===== src/rtl/dct2d_pkg.sv =====
// Shared types for the 2-D DCT scheduler: block size, FSM states, transfer-counter index.
package dct2d_pkg;
  localparam int N = 8;

  typedef enum logic [1:0] {IDLE, ROW, COL} state_t;

  // Counts 0..8 so "all eight done" is representable.
  typedef logic [3:0] idx_t;
endpackage


===== src/rtl/dct2d_tbuf.sv =====
// 8x8 transpose buffer: whole-row write port, combinational whole-column read port.
module dct2d_tbuf
  import dct2d_pkg::*;
#(
  parameter int W = 16
) (
  input  logic                clk_i,
  input  logic                we,
  input  logic [2:0]          wr_row,
  input  logic [0:N-1][W-1:0] wr_data,
  input  logic [2:0]          rd_col,
  output logic [0:N-1][W-1:0] rd_data
);

  logic [0:N-1][0:N-1][W-1:0] mem;

  // Data-only storage: contents are always fully rewritten before any read.
  for (genvar r = 0; r < N; r++) begin : g_row
    always_ff @(posedge clk_i) begin
      if (we && wr_row == 3'(r)) mem[r] <= wr_data;
    end
    assign rd_data[r] = mem[r][rd_col];
  end

endmodule


===== src/rtl/dct2d_sched.sv =====
// Row/column scheduler sharing one external Dct1D for an 8x8 2-D DCT.
// Optional perf counters under `DCT2D_SCHED_PERF_EN.
module dct2d_sched
  import dct2d_pkg::*;
#(
  parameter int DinWidth  = 8,
  parameter int DoutWidth = 16
) (
  input  logic                               clk_i,
  input  logic                               rst_i,
  input  logic                               s_valid_i,
  output logic                               s_ready_o,
  input  logic [0:N-1][DinWidth-1:0]         s_data_i,
  output logic                               m_valid_o,
  input  logic                               m_ready_i,
  output logic signed [0:N-1][DoutWidth-1:0] m_data_o,
  output logic                               m_last_o,
  output logic                               dct_s_valid_o,
  input  logic                               dct_s_ready_i,
  output logic [0:N-1][DoutWidth-1:0]        dct_s_data_o,
  input  logic                               dct_m_valid_i,
  output logic                               dct_m_ready_o,
  input  logic signed [0:N-1][DoutWidth-1:0] dct_m_data_i,
`ifdef DCT2D_SCHED_PERF_EN
  output logic [31:0]                        perf_blocks_o,
  output logic [31:0]                        perf_stall_o,
`endif
  output logic                               busy_o
);

  state_t state, state_n;
  idx_t   fc, fc_n, rc, rc_n;
  logic   tb_we;
  logic   feed_x, ret_x;
  logic [0:N-1][DoutWidth-1:0] s_zext, col_data;

  for (genvar i = 0; i < N; i++) begin : g_zext
    assign s_zext[i] = DoutWidth'(s_data_i[i]);
  end

  dct2d_tbuf #(.W(DoutWidth)) u_tbuf (
    .clk_i   (clk_i),
    .we      (tb_we),
    .wr_row  (rc[2:0]),
    .wr_data (dct_m_data_i),
    .rd_col  (fc[2:0]),
    .rd_data (col_data)
  );

  assign feed_x = dct_s_valid_o & dct_s_ready_i;
  assign ret_x  = dct_m_valid_i & dct_m_ready_o;

  always_ff @(posedge clk_i) begin
    if (rst_i) begin
      state <= IDLE;
      fc    <= '0;
      rc    <= '0;
    end else begin
      state <= state_n;
      fc    <= fc_n;
      rc    <= rc_n;
    end
  end

  always_comb begin
    state_n       = state;
    fc_n          = fc;
    rc_n          = rc;
    tb_we         = 1'b0;
    s_ready_o     = 1'b0;
    m_valid_o     = 1'b0;
    m_data_o      = '0;
    m_last_o      = 1'b0;
    dct_s_valid_o = 1'b0;
    dct_s_data_o  = '0;
    dct_m_ready_o = 1'b0;
    case (state)
      IDLE: begin
        // The first row is handed straight to Dct1D, so only accept it when Dct1D can take it.
        s_ready_o     = dct_s_ready_i;
        dct_s_valid_o = s_valid_i;
        dct_s_data_o  = s_zext;
        if (s_valid_i && dct_s_ready_i) begin
          state_n = ROW;
          fc_n    = 4'd1;
          rc_n    = '0;
        end
      end
      ROW: begin
        s_ready_o     = dct_s_ready_i & (fc < 4'(N));
        dct_s_valid_o = s_valid_i & (fc < 4'(N));
        dct_s_data_o  = s_zext;
        dct_m_ready_o = 1'b1;
        if (feed_x) fc_n = fc + 4'd1;
        if (ret_x) begin
          tb_we = 1'b1;
          if (rc == 4'(N - 1)) begin
            state_n = COL;
            fc_n    = '0;
            rc_n    = '0;
          end else begin
            rc_n = rc + 4'd1;
          end
        end
      end
      COL: begin
        dct_s_valid_o = fc < 4'(N);
        dct_s_data_o  = col_data;
        m_valid_o     = dct_m_valid_i;
        m_data_o      = dct_m_data_i;
        dct_m_ready_o = m_ready_i;
        m_last_o      = rc == 4'(N - 1);
        if (feed_x) fc_n = fc + 4'd1;
        if (ret_x) begin
          if (rc == 4'(N - 1)) begin
            state_n = IDLE;
            fc_n    = '0;
            rc_n    = '0;
          end else begin
            rc_n = rc + 4'd1;
          end
        end
      end
      default: state_n = IDLE;
    endcase
    // Hold every handshake low while reset is applied.
    if (rst_i) begin
      s_ready_o     = 1'b0;
      m_valid_o     = 1'b0;
      m_data_o      = '0;
      m_last_o      = 1'b0;
      dct_s_valid_o = 1'b0;
      dct_m_ready_o = 1'b0;
      tb_we         = 1'b0;
    end
  end

  assign busy_o = state != IDLE;

`ifdef DCT2D_SCHED_PERF_EN
  always_ff @(posedge clk_i) begin
    if (rst_i) begin
      perf_blocks_o <= '0;
      perf_stall_o  <= '0;
    end else begin
      if (m_valid_o && m_ready_i && m_last_o) perf_blocks_o <= perf_blocks_o + 32'd1;
      if (state == COL && m_valid_o && !m_ready_i) perf_stall_o <= perf_stall_o + 32'd1;
    end
  end
`endif

endmodule


===== config.mk =====
export PLATFORM = sky130hd
export DESIGN_NAME = dct2d_sched
export DESIGN_NICKNAME = d
export VERILOG_FILES = /design/src/rtl/dct2d_pkg.sv /design/src/rtl/dct2d_tbuf.sv /design/src/rtl/dct2d_sched.sv
export SDC_FILE = /design/constraint.sdc
export NUM_CORES = 1
export LEC_CHECK = 0
export ABC_AREA = 0
export BUFFER_PORTS_ARGS = -buffer_cell sky130_fd_sc_hd__buf_2
export CORE_MARGIN = 2
export CORE_UTILIZATION = 53
export DETAILED_ROUTE_END_ITERATION = 8
export PLACE_DENSITY = 0.82
export RECOVER_POWER = 100
export SYNTH_ARGS = -nofsm -noshare
export SYNTH_HDL_FRONTEND = slang
export SYNTH_SLANG_ARGS = --single-unit

===== constraint.sdc =====
create_clock -name clk_i -period 4.79 [get_ports clk_i]
set_clock_uncertainty 0.1 [all_clocks]
set_input_delay 0.2395 -clock clk_i [delete_from_list [all_inputs] [get_ports clk_i]]
set_output_delay 0.2395 -clock clk_i [all_outputs]
set_load 0.05 [all_outputs]

==> impl_metrics.tcl <==
set metrics [dict create \
    crit_required_ns 4.45 \
    initial_core_util_pct 53.2 \
    synth_common_cells "edfxtp_1 (1024), mux2i_1 (321), and2_1 (130), mux4_2 (128), a21oi_1 (73)" \
    place_area_sq_um 44600 \
    synth_top_family_by_area "multiplexers" \
    synth.top_cell.area_share_pct 75.0 \
    synth_area_sq_um 41000 \
    cp-start-kind "flop" \
    grt_pass1_vias 23569 \
    dr_total_vias 23265 \
    ys.warnings.count 0 \
    dieArea_sq_um 79600 \
    synthFlopType "edfxtp_1" \
    cp-end-kind "output pin" \
    synth_xor_area_share_pct 0 \
    crit_type "reg2out" \
    drtAntennaViolNets 0 \
    rsz0062_at_grt "false" \
    status "finished, violations left" \
    place_congestion 0.867 \
    yosysUniqueCellTypes 43 \
    fin_area_sq_um 48400 \
    clkTransAtPathRegs_ns 0.06 \
    numPortBuffers 459 \
    p_int_mw 15.5 \
    synth_area_leaders "edfxtp_1 (75%), mux2i_1 (7.8%), mux4_2 (7.0%)" \
    grt_pass1_wl_um 147000 \
    place_ws_ns 1.25 \
    cts-root-buf "clkbuf_16" \
    insertion_delay_ns 0.63 \
    drive_gt1_share_pct 16.3 \
    dr.pass1.iters 6 \
    drc_errors 0 \
    p_leak_nw 15.8 \
    cts_buffers 98 \
    ctsHtreeMaxLevel 3 \
    die_x_um 282 \
    via_per_inst 6.00 \
    die_height_um 282 \
    synthSimpleGateAreaFrac_pct 3.87 \
    power.share.clock_pct 34.6 \
    wl_um 101000 \
    post_cts_resized 0 \
    finalCritPeriodShare_pct 90.9 \
    synth_seq_cells 1034 \
    finalWorstSetupSlack_ns 0.435 \
    seq_power_share_pct 48.2 \
    maxSlewViolCount 312 \
    violations "max-capacitance violations, max-slew violations" \
    clock_sinks 1034 \
    nFillCells 5358 \
    ir_drop_v 0.000430 \
    muxShareOfSynthArea_pct 14.9 \
    hold_viol 0 \
    p_per_area_nw_per_um2 431 \
    syn_area_per_cell_sq_um 19.0 \
    grt_max_degree 80 \
    yosys.area.top_type "edfxtp_1" \
    worstMarginPinSlew_ns 1.97 \
    hold_class "in2reg" \
    reg2regPathDepth 6 \
    area_growth_pct 18.0 \
    comb_power_share_pct 17.2 \
    rows 102 \
    critPathMaxFanout 71 \
    synth_edf_count 1024 \
    clock_tree.buffer_depth 3 \
    synth_adder_area_share_pct 0.366 \
    p_switching_mw 5.40 \
    maxCapViolCount 7 \
    final.min_clock_period_ns 4.36 \
    grtUsageTotal_pct 25.0 \
    drtIter0Drc 2636 \
    cts_tree "yes" \
    fmax_mhz 230 \
    finalSetupViolations 0 \
    cp.arrival_ns 4.02 \
    synth-compound-area-share_pct 3.94 \
    relSlewSlack_pct -31.0 \
    core_area_sq_um 77100 \
    switching_share_pct 25.9 \
    routedWlPerCell_um 26.0 \
    finalSetupTns_ns 0 \
    async_flop_share_pct 0 \
    hold-path-cell-count 5 \
    io_pins 460 \
    synthCells 2158 \
    gr-total-overflow 0 \
    syn_nets 2368 \
    dp_hpwl_um 60300 \
    ys_seq_area_share_pct 75.5 \
    antenna_found_initial 5 \
    final_nets 2968 \
    yosysMostFrequentCell "edfxtp_1" \
]
==> layout by cell type, fill, tap and decap left out, drive strengths merged, types with 64 or more instances in the layout <==
cell	Yosys	routed
mux2i	321	321
a21oi	73	73
nand2	71	71
clkbuf	59	449
and2	131	131
mux4	128	128
buf	71	169
dlygate4sd3	0	131
edfxtp	1024	1024
a32o	65	65
nor2	70	70
a22oi	64	64
==> critical path: stages, from the launching register on <==
cell	delay (ns)
dfxtp_4	0.94
clkbuf_4	1.05
mux4_2	0.39
mux2i_1	0.08
nor2_1	0.25
clkbuf_1	0.52
==> cells by family (layout without fill, tap and decap cells) <==
group,count (synthesis),count (layout)
compound gates,218,218
fa+ha+maj,12,12
buf+inv,139,817
flops,1034,1034
mux,449,449
other cells,0,4
simple gates,306,306
==> flip-flops by register name (all words and copies together), names as in the netlist <==
| register | count |
|---|---|
| fc | 4 |
| u_tbuf.mem | 1024 |
| rc | 4 |
| state | 2 |
==> metrics by stage <==
step,utilization (%),std cells,hold slack (ns),power (mW)
after floorplan,-,2158,0.238,12.9
after global placement,57.9,3567,0.381,13.7
after detailed placement,57.9,3567,0.397,13.8
after CTS,63.4,3876,0.188,21.0
after global routing,62.8,3878,0.320,21.5
final,62.8,3880,0.278,20.9
==> final cells by class <==
cell class,instances,area (sq um),area share (%)
Antenna cell,4,10.0,0.0207
Tap cell,1040,1300,2.69
Clock buffer,119,2550,5.27
Multi-Input combinational cell,985,9490,19.6
Sequential cell,1034,31000,64.0
Clock inverter,59,439,0.907
Timing Repair Buffer,630,3610,7.46
Inverter,9,33.8,0.0698
==> what timing repair did <==
action,4_1_cts,5_1_grt
buffers inserted,0,0
endpoints found under the hold margin,1029,0
hold buffers,131,0
==> power by group through the flow <==
stage	logic [mW]	clock network (mW)	registers, mW
6_report	3.58	7.23	10.1
5_1_grt	3.80	7.68	10.1
4_1_cts	3.64	7.33	10.1
3_5_place_dp	3.54	0	10.3
3_3_place_gp	3.48	0	10.2
2_1_floorplan	2.72	0	10.2
==> layer usage <==
layer  track usage [%]  part of all wire (%)  up-vias
li1                  -                     -     9902
met3              4.65                   8.2      186
met2              42.1                    50     1269
met5                 0                 0.020        -
met1              33.3                    39    11904
met4              8.05                   2.7        4
==> worst paths after layout <==
| path | startpoint | to | slack [ns] |
|---|---|---|---|
| worst max-delay path | fc[1] | dct_s_data_o[104] | 0.43 |
| worst min-delay path | dct_m_valid_i | state[1] | 0.28 |
| worst max register to register | state[0] | u_tbuf.mem[924] | 0.53 |
| worst min register to register | fc[3] | fc[3] | 0.41 |
(Power assumes the default switching activity.)
